File: src/rtl/stream_pkg.sv
// Shared types and helpers for the stream receive path.
package stream_pkg;

  typedef enum logic [1:0] {IDLE, RECV, DRAIN, FIN} state_t;

  localparam int unsigned DEF_DATA_W = 32;

  // Pointer carries one extra wrap bit to tell full from empty.
  function automatic int unsigned ptr_w(input int unsigned depth);
    return $clog2(depth) + 1;
  endfunction

endpackage

File: src/rtl/stream_fifo.sv
// Synchronous first-word-fall-through FIFO; head entry is always on dout.
module stream_fifo
  import stream_pkg::*;
#(
  parameter int unsigned WIDTH = DEF_DATA_W + 1,
  parameter int unsigned DEPTH = 8
) (
  input  logic             clk,
  input  logic             rst,
  input  logic             push,
  input  logic             pop,
  input  logic [WIDTH-1:0] din,
  output logic [WIDTH-1:0] dout,
  output logic             full,
  output logic             empty
);

  localparam int unsigned PW = ptr_w(DEPTH);
  localparam int unsigned AW = PW - 1;

  logic [PW-1:0]    wr_ptr;
  logic [PW-1:0]    rd_ptr;
  logic [WIDTH-1:0] mem [DEPTH];
  logic             do_push;
  logic             do_pop;

  assign full    = (wr_ptr[PW-1] != rd_ptr[PW-1]) && (wr_ptr[AW-1:0] == rd_ptr[AW-1:0]);
  assign empty   = (wr_ptr == rd_ptr);
  assign do_push = push && !full;
  assign do_pop  = pop && !empty;
  assign dout    = mem[rd_ptr[AW-1:0]];

  always_ff @(posedge clk or negedge rst) begin
    if (!rst) begin
      wr_ptr <= '0;
      rd_ptr <= '0;
    end else begin
      if (do_push) wr_ptr <= wr_ptr + PW'(1);
      if (do_pop)  rd_ptr <= rd_ptr + PW'(1);
    end
  end

  always_ff @(posedge clk) begin
    if (do_push) mem[wr_ptr[AW-1:0]] <= din;
  end

endmodule

File: src/rtl/stream_receive.sv
// Receives one source burst into a FWFT FIFO, hands words to the compute side
// and strobes get_fin once the last-tagged word has been popped.
module stream_receive
  import stream_pkg::*;
#(
  parameter int unsigned DATA_W = DEF_DATA_W,
  parameter int unsigned DEPTH  = 8,
  parameter int unsigned CNT_W  = 16
) (
  input  logic              clk,
  input  logic              rst,
  input  logic              start,
  input  logic              s_valid,
  input  logic [DATA_W-1:0] s_data,
  input  logic              s_last,
  output logic              s_ready,
  output logic              get_valid,
  output logic [DATA_W-1:0] get_data,
  input  logic              get_ready,
  output logic              get_fin,
  output logic              busy,
  output logic [CNT_W-1:0]  word_count
);

  state_t        state;
  state_t        state_nxt;
  logic          full;
  logic          empty;
  logic          push;
  logic          pop;
  logic [DATA_W:0] head;

  // s_ready depends only on state and full, so there is no path from s_valid.
  assign s_ready   = (state == RECV) && !full;
  assign get_valid = !empty;
  assign push      = s_valid && s_ready;
  assign pop       = get_valid && get_ready;
  assign get_data  = head[DATA_W-1:0];
  assign get_fin   = (state == FIN);
  assign busy      = (state != IDLE);

  stream_fifo #(
    .WIDTH (DATA_W + 1),
    .DEPTH (DEPTH)
  ) u_fifo (
    .clk   (clk),
    .rst   (rst),
    .push  (push),
    .pop   (pop),
    .din   ({s_last, s_data}),
    .dout  (head),
    .full  (full),
    .empty (empty)
  );

  always_ff @(posedge clk or negedge rst) begin
    if (!rst) state <= IDLE;
    else      state <= state_nxt;
  end

  always_comb begin
    state_nxt = state;
    unique case (state)
      IDLE:  if (start) state_nxt = RECV;
      RECV:  if (push && s_last) state_nxt = DRAIN;
      DRAIN: if (pop && head[DATA_W]) state_nxt = FIN;
      FIN:   state_nxt = IDLE;
      default: state_nxt = IDLE;
    endcase
  end

  always_ff @(posedge clk or negedge rst) begin
    if (!rst) begin
      word_count <= '0;
    end else if ((state == IDLE) && start) begin
      word_count <= '0;
    end else if (push && (word_count != '1)) begin
      word_count <= word_count + CNT_W'(1);
    end
  end

endmodule

File: config.mk
export PLATFORM = sky130hd
export DESIGN_NAME = stream_receive
export DESIGN_NICKNAME = d
export VERILOG_FILES = /design/src/rtl/stream_pkg.sv /design/src/rtl/stream_fifo.sv /design/src/rtl/stream_receive.sv
export SDC_FILE = /design/constraint.sdc
export NUM_CORES = 1
export LEC_CHECK = 0
export ABC_CLOCK_PERIOD_IN_PS = 5600
export BUFFER_PORTS_ARGS = -buffer_cell sky130_fd_sc_hd__clkbuf_2
export CORE_UTILIZATION = 50
export DETAILED_ROUTE_END_ITERATION = 7
export PLACE_DENSITY = 0.8
export SLEW_MARGIN = 30
export SYNTH_ARGS = -nofsm -noshare
export SYNTH_HDL_FRONTEND = slang
export SYNTH_SLANG_ARGS = --single-unit
File: constraint.sdc
create_clock -name clk -period 5.6 [get_ports clk]
set_input_delay 0.84 -clock clk [delete_from_list [all_inputs] [get_ports clk]]
set_output_delay 0.84 -clock clk [all_outputs]
set_load 0.05 [all_outputs]
# Word-level counts from Yosys, hierarchy flattened
# Memories as Yosys holds them, arrays and structs flattened.
# Index checks and enable logic that the tools add are counted.
# word_totals
regBits	26
ramBits	264
inputBits	38
elab_cells	42
n_memories	1
# mem_list
memory	depth	width	read_ports	rd_ports_with_merged_regs	wr	line_no	rtl
u_fifo.mem	8	33	1	0	1	stream_fifo.sv:23	logic [WIDTH-1:0] mem [DEPTH];
# classes
add_sub_neg	3
n_eq_ne	10
mux	8
n_reduce_logical	16
# ops
operator	n
16-bit two-way mux	2
16-bit by 1-bit adder with 16-bit output (second input constant)	1
16-bit inequality test (second input constant)	1
1-bit logical AND	10
4-bit by 1-bit adder with 4-bit output (second input constant)	2
2-bit one-hot mux with 4 select lines	1
2-bit two-way mux	3
2-bit == test (second input constant)	2
4-bit == test	1
2-bit inequality test (second input constant)	2
2-bit nonzero test	2
3-bit == test	1
3-bit AND reduction	1
2-bit by 1-bit == test with 1-bit output (second input constant)	1
1-bit logical NOT	2
2-bit logical NOT	1
1-bit two-way mux	2
2-bit by 1-bit inequality test with 1-bit output (second input constant)	1
1-bit inequality test	1

# Logic depth before layout (Yosys ltp)
# logic_depth
ltp_word	8
depth_mapped	8

# Modules after synthesis
# A second synthesis with hierarchy kept.
# unflattened
hier_cells	555
hier_area_um2	11586.1
# by_module_without_submodules
module	instances	cells_each	area_each_um2
stream_fifo	1	441	10533.9
stream_receive	1	114	1052.3

# Worst setup path before layout
# No wires, ideal clock.
# synth_path
path_kind	in2reg
from	input s_valid
to	memory u_fifo.mem[4][0] (netlist bit), enable pin
setup_time_ps	464
arrival_ps	3683
required_time_ps	5136
setup_slack_ps	1453
path_stages	5
n_path_buf	1
path_cell_list	and2_1 -> o41a_1 -> buf_4 -> nand2_1 -> nor3_1
# synth_via
elab_chain_cells	4
# synth_rtl
element	line_no	rtl
from (decl)	stream_receive.sv:13	input logic s_valid,
1-bit logical AND	stream_receive.sv:36	assign push = s_valid && s_ready;
1-bit logical AND	stream_fifo.sv:29	assign do_push = push && !full;
1-bit two-way mux	stream_fifo.sv:44	if (do_push) mem[wr_ptr[AW-1:0]] <= din;
1-bit two-way mux (not written as such)	stream_fifo.sv:44	
to (decl)	stream_fifo.sv:23	
# No other way between the ends.

# Worst setup path in the final report
# layout_path
from	register u_fifo.rd_ptr[0]
to	output get_data[13]
# layout_via
elab_chain_cells	1
# layout_rtl
element	line_no	rtl
from (decl)	stream_fifo.sv:22	logic [PW-1:0] rd_ptr;
from (signal assigned)	stream_fifo.sv:39	if (do_pop) rd_ptr <= rd_ptr + PW'(1);
memory read 8 x 33 bit	--	
to (decl)	stream_receive.sv:18	output logic [DATA_W-1:0] get_data,
# No other way between the ends.

==> results.py <==
metrics = {
    "status": {
        "status": "finished, final reports clean",
    },
    "clock_tree": {
        "clock_latency_ps": 570,
        "cts_tree": "built",
        "clk_pin_slew_ps": 60,
        "clock-sinks": 290,
        "htreeDepth": 1,
        "root_buffer": "clkbuf_16",
        "cts_buffer_depth": 3,
        "cts_resized": 0,
        "post_cts_buffers": 0,
        "ctsHoldBuffers": 0,
        "cts_buffers": 28,
    },
    "floorplanning": {
        "fp.coreArea_um2": 22600,
        "ios": 90,
        "dieHeight_um": 154,
        "initial_core_util_pct": 50.8,
        "rows": 55,
        "die_area_um2": 23600,
        "die_w_um": 154,
    },
    "synth": {
        "synth_edf_count": 264,
        "yosys-top-cells-count": "edfxtp_1 (264), mux4_2 (66), mux2_2 (33), dfrtp_1 (26), nor2_1 (25)",
        "synth.distinct_cells": 40,
        "syn_avg_cell_area_um2": 20.9,
        "synthMostInstantiatedCell": "edfxtp_1",
        "yosys.area.top_type_share_pct": 68.9,
        "synth_area_leaders": "edfxtp_1 (69%), mux4_2 (13%), dfrtp_1 (5.7%)",
        "synth_area_um2": 11500,
        "yosysSeqAreaShare_pct": 74.5,
        "synth_area_leader_cell": "edfxtp_1",
        "synth-main-ff-cell": "edfxtp_1",
        "yosysWarnings": 0,
        "syn-num-nets": 597,
        "async_flop_share_pct": 8.97,
        "postSynthCellCount": 551,
        "ys_seq_elements": 290,
    },
    "global_route": {
        "grt_max_degree": 72,
        "track_usage_pct": 19.6,
        "antenna_found_initial": 0,
        "grt_pass1_vias": 5997,
        "grt_pass1_wl_um": 34900,
        "grt_overflow": 0,
    },
    "sta": {
        "fin_crit_sh_pct": 67.5,
        "setup_viol": 0,
        "slew_headroom_pct": 50.9,
        "hold_viol": 0,
        "rsz0062_at_grt": "false",
        "clock-skew-final_ps": 35.5,
        "fin_ws_ps": 1820,
        "layout_min_cycle_time_ps": 3780,
        "worst_pin_slew_ps": 735,
        "setup_tns_ps": 0,
        "slew_viol_final": 0,
        "hold_slack_ps": 323,
        "fmax_mhz": 264,
    },
    "critical_path": {
        "path_buf_inv": 2,
        "cpMaxStageDelayCell": "dfrtp_4",
        "crit_path_end_kind": "output port",
        "cp.depth": 4,
        "cp.required_ps": 4760,
        "crit_arrival_ps": 2940,
        "path_delay_family": "multiplexers",
        "cp-start-kind": "register",
        "worstSetupPathType": "register to output port",
        "crit_path_max_fanout": 23,
        "rr_worst_depth": 6,
        "worstPathCellList": "buf_4, mux4_2, mux2_2, clkbuf_2",
        "slowest_delay_ps": 730,
    },
    "route": {
        "totalWireLength_um": 22500,
        "vias": 5731,
        "drt_pre_antenna_iters": 6,
        "drc_errors": 0,
        "drtIter0Drc": 498,
        "ant_nets": 0,
        "viasPerCell": 5.93,
        "wl_per_cell_um": 23.3,
    },
    "min_path": {
        "hold_path.class": "input port to async pin",
    },
    "finish": {
        "stdcell_area_um2": 13500,
        "syn2layout_area_growth_pct": 17.5,
        "nFillCells": 1544,
        "finalNonFillerCells": 966,
        "drive_gt1_share_pct": 39.6,
        "fin_nets": 705,
        "diodes": 0,
        "finish.utilization_pct": 59.7,
    },
    "placed_design": {
        "finalWeightedCongestion": 0.830,
        "place_ws_ps": 1900,
        "placed_cell_area_um2": 12500,
        "dp.cells": 912,
        "hpwl_um": 13400,
        "portBuffers": 89,
    },
    "flow_run": {
        "drv_cap": 0,
    },
    "power": {
        "leakage_nw": 4.62,
        "ir_worst_vdd_uv": 501,
        "power_mw": 7.33,
        "pwr_density_cell_nw_per_um2": 542,
    },
}
## sequential cells by signal, indices dropped and copies added, names as in the netlist
register,cells
u_fifo.mem,264
word_count,16
u_fifo.rd_ptr,4
u_fifo.wr_ptr,4
state,2
## area by class of cell
cell class              count  area [µm²]  area share [%]
clock inverters            24         318            2.35
repair buffers            104         698            5.16
flip-flops and latches    290        8590            63.5
well taps                 285         357            2.64
clock buffers              28         701            5.18
inverters                   5        18.8           0.139
multi-input cells         230        2850            21.0
## final timing paths
path / slack, ps / startpoint / to
setup / recovery: 1820 / u_fifo.rd_ptr[0] / get_data[13]
hold / removal: 320 / rst / word_count[13]
setup reg to reg: 2070 / u_fifo.rd_ptr[1] / u_fifo.mem[7][29]
hold reg to reg: 560 / u_fifo.wr_ptr[3] / u_fifo.wr_ptr[3]
max in group asynchronous: 4780 / rst / u_fifo.rd_ptr[0]
min in group clk: 540 / s_data[16] / u_fifo.mem[2][16]
## cell usage in the layout (no fill, tap or decap), drive strengths merged, types with 5 or more instances in the layout
| cell | count |
|---|---|
| inv | 6 |
| nand3 | 7 |
| clkbuf | 117 |
| nor2 | 25 |
| xor2 | 9 |
| dfrtp | 26 |
| nand2 | 17 |
| ha | 8 |
| mux2 | 33 |
| nand4 | 5 |
| bufinv | 7 |
| clkinv | 15 |
| a21oi | 6 |
| xnor2 | 15 |
| mux4 | 66 |
| buf | 15 |
| edfxtp | 264 |
## routing by layer
layer	part of all wire [%]	wire [µm]	up-vias	GRT usage, %
met2	51	11500	234	34.0
met3	6.7	1510	45	3.55
met4	2.3	512	0	6.00
li1	-	-	2468	-
met5	0	0	-	0
met1	40	8980	2984	25.3
## cells by family after synthesis
group	share of synthesized area, %
and+or+nand+nor	2.92
AOI/OAI and AO/OA	1.93
DFF	74.5
xor gates and xnor gates	2.02
buffers and inverters	1.24
adders and majority gates	0.870
muxes	16.5
## where the power goes
group | leakage [nW] | switching [mW] | internal (mW)
Combinational | 1.40 | 1.53 | 0.938
Sequential | 2.72 | 0.266 | 2.56
Clock | 0.498 | 0.799 | 1.24
Total | 4.62 | 2.59 | 4.74
Power figures use the tool's default switching activity.
